File: src/rtl/reg_file_8x16.sv
// Eight-entry register file with two async read ports and a pending-load scoreboard.
// Optional REGFILE_BYPASS_EN macro adds write-through forwarding on both read ports.
module reg_file_8x16 #(
  parameter int              WIDTH     = 16,
  parameter int              DEPTH     = 8,
  parameter logic [WIDTH-1:0] RESET_VAL = 16'h0000
) (
  input  logic             i_clk,
  input  logic             i_rst_n,
  input  logic             i_we,
  input  logic [2:0]       i_waddr,
  input  logic [WIDTH-1:0] i_wdata,
  input  logic [2:0]       i_raddrA,
  input  logic [2:0]       i_raddrB,
  output logic [WIDTH-1:0] o_rdataA,
  output logic [WIDTH-1:0] o_rdataB,
  input  logic             i_setPend,
  input  logic [2:0]       i_pendAddr,
  output logic             o_readyA,
  output logic             o_readyB,
  output logic [DEPTH-1:0] o_pendVec
);

  localparam int AW = 3;

  logic [WIDTH-1:0] r_regs [DEPTH];
  logic [DEPTH-1:0] r_pend;

  logic             w_wrValid;
  logic [DEPTH-1:0] w_setMask;
  logic [DEPTH-1:0] w_clrMask;
  logic [DEPTH-1:0] w_pendNext;
  logic [WIDTH-1:0] w_storedA;
  logic [WIDTH-1:0] w_storedB;
  logic             w_hitA;
  logic             w_hitB;

  assign w_wrValid = i_we && (i_waddr != '0);

  // Set is applied after clear so a retiring load and a fresh load to the same register keep it pending.
  assign w_setMask  = (i_setPend && (i_pendAddr != '0)) ? (DEPTH'(1) << i_pendAddr) : '0;
  assign w_clrMask  = w_wrValid ? (DEPTH'(1) << i_waddr) : '0;
  assign w_pendNext = ((r_pend & ~w_clrMask) | w_setMask) & ~DEPTH'(1);

  always_ff @(posedge i_clk or negedge i_rst_n) begin
    if (!i_rst_n) begin
      r_regs[0] <= '0;
      for (int i = 1; i < DEPTH; i++) begin
        r_regs[i] <= RESET_VAL;
      end
      r_pend <= '0;
    end else begin
      for (int i = 1; i < DEPTH; i++) begin
        if (w_wrValid && (i_waddr == AW'(i))) begin
          r_regs[i] <= i_wdata;
        end
      end
      r_pend <= w_pendNext;
    end
  end

  assign w_storedA = (i_raddrA == '0) ? '0 : r_regs[i_raddrA];
  assign w_storedB = (i_raddrB == '0) ? '0 : r_regs[i_raddrB];

`ifdef REGFILE_BYPASS_EN
  assign w_hitA = w_wrValid && (i_waddr == i_raddrA);
  assign w_hitB = w_wrValid && (i_waddr == i_raddrB);
`else
  assign w_hitA = 1'b0;
  assign w_hitB = 1'b0;
`endif

  assign o_rdataA  = w_hitA ? i_wdata : w_storedA;
  assign o_rdataB  = w_hitB ? i_wdata : w_storedB;
  assign o_readyA  = w_hitA | ~r_pend[i_raddrA];
  assign o_readyB  = w_hitB | ~r_pend[i_raddrB];
  assign o_pendVec = r_pend;

endmodule

File: config.mk
export PLATFORM = sky130hd
export DESIGN_NAME = reg_file_8x16
export DESIGN_NICKNAME = d
export VERILOG_FILES = /design/src/rtl/reg_file_8x16.sv
export SDC_FILE = /design/constraint.sdc
export NUM_CORES = 1
export LEC_CHECK = 0
export BUFFER_PORTS_ARGS = -buffer_cell sky130_fd_sc_hd__buf_4
export CORE_MARGIN = 2
export CORE_UTILIZATION = 64
export CTS_CLUSTER_DIAMETER = 150
export CTS_CLUSTER_SIZE = 30
export DETAILED_ROUTE_END_ITERATION = 8
export GPL_ROUTABILITY_DRIVEN = 0
export PLACE_DENSITY = 0.9
export REMOVE_ABC_BUFFERS = 1
export SLEW_MARGIN = 30
export SYNTH_ARGS = -nofsm -noshare
export SYNTH_HDL_FRONTEND = slang
export SYNTH_SLANG_ARGS = --single-unit
File: constraint.sdc
create_clock -name i_clk -period 3.1 [get_ports i_clk]
set_input_delay 0.155 -clock i_clk [delete_from_list [all_inputs] [get_ports i_clk]]
set_output_delay 0.155 -clock i_clk [all_outputs]
set_load 0.01 [all_outputs]
# --- After elaboration in Yosys (flattened, before gate mapping) ---
# Index checks and enable logic that the tools add are counted.
word_totals:
  ff_bits: 119
  mem_bits_ro: 0
  n_memories: 0
  ram_bits: 0
  word_cells: 55
  latch_bits: 0
classes:
  n_addsub: 0
  div: 0
  n_mul: 0
  n_reduce_logical: 13
  shifts: 2
  n_lt_le_gt_ge: 4
  bitwise: 7
  n_mux: 14
  n_eq_ne: 7
op_table:
  columns: ["cell", "count"]
  rows:
  - ["binary-select mux 16 bit (select 3 bit)", 2]
  - ["two-way mux 16 bit", 6]
  - ["two-way mux 8 bit", 2]
  - ["left shift 1 x 3 -> 8 bit (first input constant)", 2]
  - ["equality test 3 bit (second input constant)", 4]
  - ["logical AND 1 bit", 9]
  - ["AND 8 bit", 1]
  - [">= comparator 4 bit (second input constant)", 2]
  - ["< comparator 3 x 4 -> 1 bit (second input constant)", 2]
  - ["inverter 3 -> 4 bit", 2]
  - ["inverter 8 bit", 1]
  - ["OR 8 bit", 1]
  - ["binary-select mux 1 bit (select 3 bit)", 2]
  - ["equality test 3 x 2 -> 1 bit (second input constant)", 2]
  - ["zero test 3 bit", 2]
  - ["nonzero test 3 bit", 2]
  - ["equality test 3 x 1 -> 1 bit (second input constant)", 1]
  - ["two-way mux 1 bit", 2]
  - ["inverter 1 bit", 2]

# --- Logic depth before layout (Yosys ltp) ---
# Gate-level depths: netlist (run 1).
depth:
  ltp_word: 6
  ltp_mapped: 6
  depth_no_buf: 3

# --- Worst setup path after synthesis (run 1) ---
# OpenSTA, ideal clock, no wires.
synth_timing:
  path_type: "input to output"
  startpoint: "input port i_raddrB[0]"
  endpoint: "output port o_rdataB[0]"
  t_required_ps: 2945
  slack_ps: 1772
  cell_stages: 5
  arrival_time_ps: 1173
  cell_sequence: "buf_2 > and2_1 > clkbuf_1 > buf_2 > a221oi_1"
synth_via:
  elab_chain_len: 5
  word_cells_on_any_way: 6
  classes_between: "mux: 4; bitwise: 1; reduce/logical: 1"
synth_lines:
  columns: ["element", "line_no", "source"]
  rows:
  - ["start, declared", "14", "input logic [2:0] i_raddrB,"]
  - ["inverter 3 -> 4 bit (implied by the code)", "63", "assign w_storedB = (i_raddrB == '0) ? '0 : r_regs[i_raddrB];"]
  - ["binary-select mux 16 bit (select 3 bit)", "63", null]
  - ["two-way mux 16 bit (implied by the code) (2 in series)", "63", null]
  - ["two-way mux 16 bit *", "63", null]
  - ["end, declared", "16", "output logic [WIDTH-1:0] o_rdataB,"]
# Every way passes the cells marked *; elsewhere a longest branch is shown, timed or not. The select of a mux whose other input is x is not followed.

# --- Final worst setup path (run 1) ---
layout_timing:
  startpoint: "input port i_raddrB[0]"
  endpoint: "output port o_rdataB[1]"
# Same word-level chain as after synthesis.

==> impl_metrics.csv, run 1 <==
group,metric,value,unit
status,status,"finished clean",
clocking,cts_root_buf,"clkbuf_8",
drt,wirelength,17.6,mm
die,dieWidth,106,µm
grt,grt_pass1_wl,28.0,mm
grt,grt_max_degree,63,
clocking,post-cts-setup-buffers,0,
setup_path,cp.arrival,1.88,ns
clocking,cts_buffer_depth,2,
grt,antenna_found_initial,0,
setup_path,reg2reg_depth,3,
final_layout,nFillCells,597,
final_layout,n_antenna_cell,0,
clocking,path_clk_slew,0.06,ns
drt,ant_nets,0,
die,die-height,106,µm
drt,viasPerCell,6.73,
timing,fin_crit,2.04,ns
drt,maxUsedRoutingLayer,"met4",
drt,wl_met3,1.23,mm
logic_synthesis,async_flop_share,100,%
die,io_pins,74,
logic_synthesis,synthTopCellsByCount,"dfrtp_1 (119), mux2_2 (115), mux2i_1 (52)",
drt,drtIter0Drc,290,
timing,hold_viol_final,0,
logic_synthesis,synth_top_area_share,44.3,%
clocking,cts_buffers,17,
timing,fmax,490,MHz
setup_path,setup.worst_path.class,"input pin to output port",
grt,grt_use_total,32.9,%
grt,grt_pass1_vias,5282,
final_layout,fin_nets,617,
drt,wirelength_met1,7.27,mm
logic_synthesis,ys_types,33,
logic_synthesis,yosys.area.top_type,"dfrtp_1",
die,start_util,65.4,%
place,portBuffers,72,
logic_synthesis,avgSynthCellArea,13.3,µm²
logic_synthesis,synthCells,505,
die,core.rowCount,37,
setup_path,critPathMaxFanout,25,
die,core,0.0103,mm²
logic_synthesis,yosysMostFrequentCell,"dfrtp_1",
timing,whs,0.229,ns
logic_synthesis,synth_area_leaders,"dfrtp_1 (44%), mux2_2 (19%), mux2i_1 (7.7%)",
timing,worst_slack,1.06,ns
drt,wl_per_cell,24.1,µm
timing,finalSetupTns,0,ns
timing,rsz0062_at_grt,"no",
drt,drt_pre_antenna_iters,5,
setup_path,required,2.94,ns
logic_synthesis,synth-seq-cells,119,
logic_synthesis,yosysSeqAreaShare,44.3,%
clocking,insertion_delay,0.53,ns
hold_path,worstHoldPathType,"input pin to asynchronous set/reset pin",
setup_path,start_kind,"input pin",
logic_synthesis,synth_edf_count,0,
clocking,postCtsResizedCells,0,
timing,timing.final.crit_share,65.8,%
grt,grt_overflow,0,
clocking,tritoncts,"done",
drt,route.met2.wl,8.72,mm
setup_path,critPathCaptureType,"output port",
drt,drc,0,
clocking,h-tree-depth,4,
logic_synthesis,yosys_warnings,16,
final_layout,multi_input_area,0.00337,mm²
place,pre_cts_slack,1.11,ns
timing,relSlewSlack,39.0,%
power,leakagePower,3.55,nW
die,die-area,0.0113,mm²
logic_synthesis,synthFlopType,"dfrtp_1",
timing,finClkSkew,0,ns
timing,setup-violations-final,0,
final_layout,seq_area,0.00298,mm²
run,max-cap-violations,0,
final_layout,drive_gt1_share,44.2,%
final_layout,syn2layout_area_growth,19.2,%
clocking,clock-sinks,119,
logic_synthesis,synth_area,0.00672,mm²
drt,vias,4934,
power,max-vdd-ir-drop,471,µV
timing,finalMaxSlewViolations,0,
place,hpwlAfterDp,10.1,mm
timing,worst_slew_pin_slew,0.915,ns
power,powerDensity,677,mW/mm²
-- placed cells by master (no fill, tap or decap), drive strengths merged, types with 2 or more instances in the layout --
master and n:
clkbuf 23, buf 87, nor2b 20, o22ai 2
and4bb 2, a311oi 16, a211oi 17, mux2i 52
nand2b 4, bufinv 3, mux2 145, dlygate4sd3 24
inv 4, o21ai 4, dfrtp 119, clkinv 4
nand2 9, a221oi 47, nand4b 3
-- metal layers --
metal | vias to the layer above | GRT usage, %
li1 | 2110 | -
met1 | 2562 | 42.0
met2 | 219 | 53.8
met3 | 43 | 7.91
met4 | 0 | 14.1
met5 | - | 0
-- area by class of cell --
type                            instances  share of cell area (%)
Clock inverter                          8                    1.51
Multi-Input combinational cell        332                    42.1
Timing Repair Buffer                  111                    11.1
Clock buffer                           23                    5.82
Sequential cell                       119                    37.2
Tap cell                              136                    2.12
Inverter                                4                   0.187
-- flip-flops by register name (all words and copies together) (netlist names) --
signal / count
o_pendVec: 7
r_regs: 112
-- worst max-delay path, stage by stage --
cell and delay [ns]:
buf_4 0.32, and2b_1 0.62, a221oi_1 0.23, a221oi_1 0.34, buf_4 0.19
-- stage by stage --
stage | power, mW | cell area [µm²] | instances | util, %
5_1_grt | 5.63 | 8020 | 733 | 78.0
3_5_place_dp | 3.40 | 7190 | 678 | 69.9
6_report | 5.43 | 8020 | 733 | 78.0
3_3_place_gp | 3.31 | 7190 | 678 | 69.9
4_1_cts | 5.41 | 8020 | 733 | 78.0
2_1_floorplan | 2.88 | 6360 | 455 | -
-- path summary, 6_finish.rpt --
check	from	slack [ns]	end
max	i_raddrB[0]	1.06	o_rdataB[1]
min	i_rst_n	0.23	r_regs[16]$_DFFE_PN0P_
max reg2reg	o_pendVec[3]$_DFF_PN0_	1.83	o_pendVec[3]$_DFF_PN0_
min reg2reg	r_regs[71]$_DFFE_PN0P_	0.52	r_regs[71]$_DFFE_PN0P_
max in group asynchronous	i_rst_n	1.89	r_regs[55]$_DFFE_PN0P_
min in group i_clk	i_waddr[0]	0.29	o_pendVec[7]$_DFF_PN0_
-- cells by family after synthesis --
family                 synth area share (%)
muxes                                  33.9
other                                0.0558
DFF                                    44.3
AOI/OAI and AO/OA                      11.2
and+or+nand+nor                        5.04
buffers and inverters                  5.55
-- report_power, final --
| part | switching [mW] | internal, mW |
|---|---|---|
| Combinational | 0.523 | 0.728 |
| Clock | 0.701 | 1.28 |
| Sequential | 0.300 | 1.90 |
| Total | 1.52 | 3.91 |
-- repair_timing --
item                                    4_1_cts  5_1_grt
hold buffers                                 24        0
endpoints found under the setup margin        0        0
hold endpoints to repair                    179        0
(Power assumes the default switching activity.)
==> run 2: changes to the inputs <==
--- a/config.mk
+++ b/config.mk
@@ -7,12 +7,12 @@
 export LEC_CHECK = 0
 export BUFFER_PORTS_ARGS = -buffer_cell sky130_fd_sc_hd__buf_4
 export CORE_MARGIN = 2
-export CORE_UTILIZATION = 64
+export CORE_UTILIZATION = 54
 export CTS_CLUSTER_DIAMETER = 150
 export CTS_CLUSTER_SIZE = 30
 export DETAILED_ROUTE_END_ITERATION = 8
 export GPL_ROUTABILITY_DRIVEN = 0
-export PLACE_DENSITY = 0.9
+export PLACE_DENSITY = 0.81
 export REMOVE_ABC_BUFFERS = 1
 export SLEW_MARGIN = 30
 export SYNTH_ARGS = -nofsm -noshare
==> constraint.sdc (replaced) <==
create_clock -name i_clk -period 1.8 [get_ports i_clk]
set_input_delay 0.09 -clock i_clk [delete_from_list [all_inputs] [get_ports i_clk]]
set_output_delay 0.09 -clock i_clk [all_outputs]
set_load 0.01 [all_outputs]
==> run 2 against run 1 <==
  * The flow now finishes with violations (setup timing)
  * Via count up 0.36%
  * Register-to-register slack got worse by 1.3 ns
  * Worst setup slack got worse by 1.1 ns
  * Sequential power rose by 72%
  * Largest cell class unchanged
  * Highest routed layer unchanged
==> impl_metrics.csv, run 2 (same netlist as run 1, synthesis figures left out) <==
group,metric,value,unit
hold_path,worstHoldPathType,"input pin to asynchronous set/reset pin",
final_layout,syn2layout_area_growth,25.2,%
die,die-height,116,µm
place,place_area,0.00744,mm²
grt,grt_pass1_wl,28.3,mm
setup_path,cp_cell_sequence,"mux2_2, a221oi_2, a311oi_1, buf_4, buf_4",
power,p_total,9.68,mW
clocking,insertion_delay,0.41,ns
drt,wl_per_cell,23.4,µm
setup_path,reg2reg_depth,3,
drt,ant_nets,0,
timing,worst_slew_pin_slew,0.884,ns
setup_path,worstReg2RegStart,"o_pendVec[4]$_DFF_PN0_",
setup_path,critPathCaptureType,"output port",
die,dieWidth,116,µm
timing,setup-violations-final,1,
power,leakagePower,3.71,nW
drt,drt_pre_antenna_iters,5,
drt,viasPerCell,6.36,
setup_path,required,1.71,ns
drt,drtIter0Drc,509,
clocking,tritoncts,"done",
timing,rsz0062_at_grt,"yes",
place,hpwlAfterDp,11.1,mm
setup_path,critPathMaxFanout,3,
clocking,clock-sinks,119,
setup_path,start_kind,"flip-flop",
final_layout,largest_register_ffs,112,
setup_path,cp_common_cell,"buf_4",
die,start_util,55.7,%
timing,fmax,548,MHz
clocking,cts_buffer_depth,2,
die,io_pins,74,
final_layout,top_register,"r_regs",
run,max-cap-violations,0,
setup_path,r2r-end,"o_pendVec[4]$_DFF_PN0_",
die,core.rowCount,40,
die,die-area,0.0134,mm²
final_layout,drive_gt1_share,49.8,%
drt,vias,4952,
drt,drc,0,
clocking,path_clk_slew,0.06,ns
grt,grt_pass1_vias,5258,
clocking,cts_root_buf,"clkbuf_16",
timing,finalMaxSlewViolations,0,
final_layout,fin_nets,630,
final_layout,layout_common_cells,"dfrtp_1 (119), mux2_2 (115), buf_4 (96), mux2i_1 (52), a221oi_1 (28)",
place,portBuffers,72,
timing,timing.final.crit_share,101,%
final_layout,nFillCells,799,
status,failed_checks,"setup timing",
timing,fin_crit,1.83,ns
setup_path,reg2reg_slack,0.53,ns
timing,hold_viol_final,0,
clocking,h-tree-depth,4,
setup_path,crit_path_max_incr_delay,0.40,ns
power,max-vdd-ir-drop,683,µV
timing,whs,0.0412,ns
setup_path,cp.arrival,1.74,ns
timing,finalSetupTns,-0.0255,ns
die,core,0.0121,mm²
timing,worst_slack,-0.0255,ns
setup_path,setup.worst_path.class,"flip-flop to output port",
grt,grt_overflow,0,
power,powerDensity,1150,mW/mm²
grt,grt_max_degree,72,
timing,finClkSkew,0,ns
final_layout,n_antenna_cell,0,
grt,grt_use_total,28.1,%
clocking,cts_buffers,17,
final_layout,finalInstanceArea,0.00841,mm²
status,status,"complete, but fails checks",
grt,antenna_found_initial,0,
setup_path,slowest_stage,"dfrtp_1",
drt,wirelength,18.2,mm
final_layout,layout_commonest_cell,"dfrtp_1",
timing,relSlewSlack,40.9,%
final_layout,finish.utilization,69.8,%
==> run 2: worst max path at each step <==
stage | start | endpoint | slack, ns | depth (start not counted)
after global placement | i_raddrA[0] | o_rdataA[15] | 0.23 | 7
after detailed placement | i_raddrB[0] | o_rdataB[14] | 0.20 | 6
after CTS | r_regs[95]$_DFFE_PN0P_ | o_rdataA[15] | -0.04 | 5
after global routing | r_regs[79]$_DFFE_PN0P_ | o_rdataA[15] | -0.08 | 5
final | r_regs[79]$_DFFE_PN0P_ | o_rdataA[15] | -0.03 | 5
after floorplan | i_raddrA[0] | o_rdataA[0] | 0.40 | 3
==> run 2: per-stage QoR <==
step / instances / worst slack [ns]
floorplan: 455 / 0.399
global placement: 725 / 0.228
detailed placement: 725 / 0.200
CTS: 777 / -0.0444
global route: 779 / -0.0778
finish: 779 / -0.0255
==> run 2: power by group <==
part	switching (mW)	internal (mW)	total (mW)	leakage, nW
clock network	1.22	2.38	3.60	0.305
logic	0.974	1.33	2.30	1.98
registers	0.514	3.27	3.78	1.43
total	2.71	6.98	9.68	3.71
==> run 2: per-layer routing <==
layer | vias to the layer above | GRT usage, % | share of wire, %
met5 | - | 0 | 0
met4 | 0 | 10.0 | 1.5
met3 | 25 | 7.06 | 6.6
met2 | 217 | 45.8 | 50
met1 | 2562 | 36.7 | 42
li1 | 2148 | - | -
==> run 2: final cells by class <==
class,count,area [µm²],area share (%)
Clock inverter,13,176,2.10
Clock buffer,19,453,5.38
Multi-Input combinational cell,332,3500,41.6
Tap cell,168,210,2.50
Inverter,4,15.0,0.178
Timing Repair Buffer,124,1080,12.8
Sequential cell,119,2980,35.4
==> run 2: worst max-delay path, delay by kind of cell (launching register included) <==
family                 cells  cell delay [ns]
DFF                        1             0.40
AOI/OAI and AO/OA          2             0.32
muxes                      1             0.29
buffers and inverters      2             0.30
==> run 2: timing repair <==
item	4_1_cts	5_1_grt
gates resized for setup	3	17
hold buffers	20	0
setup buffers	0	2
setup endpoints to repair	2	20
pin swaps	0	1
hold endpoints to repair	234	0
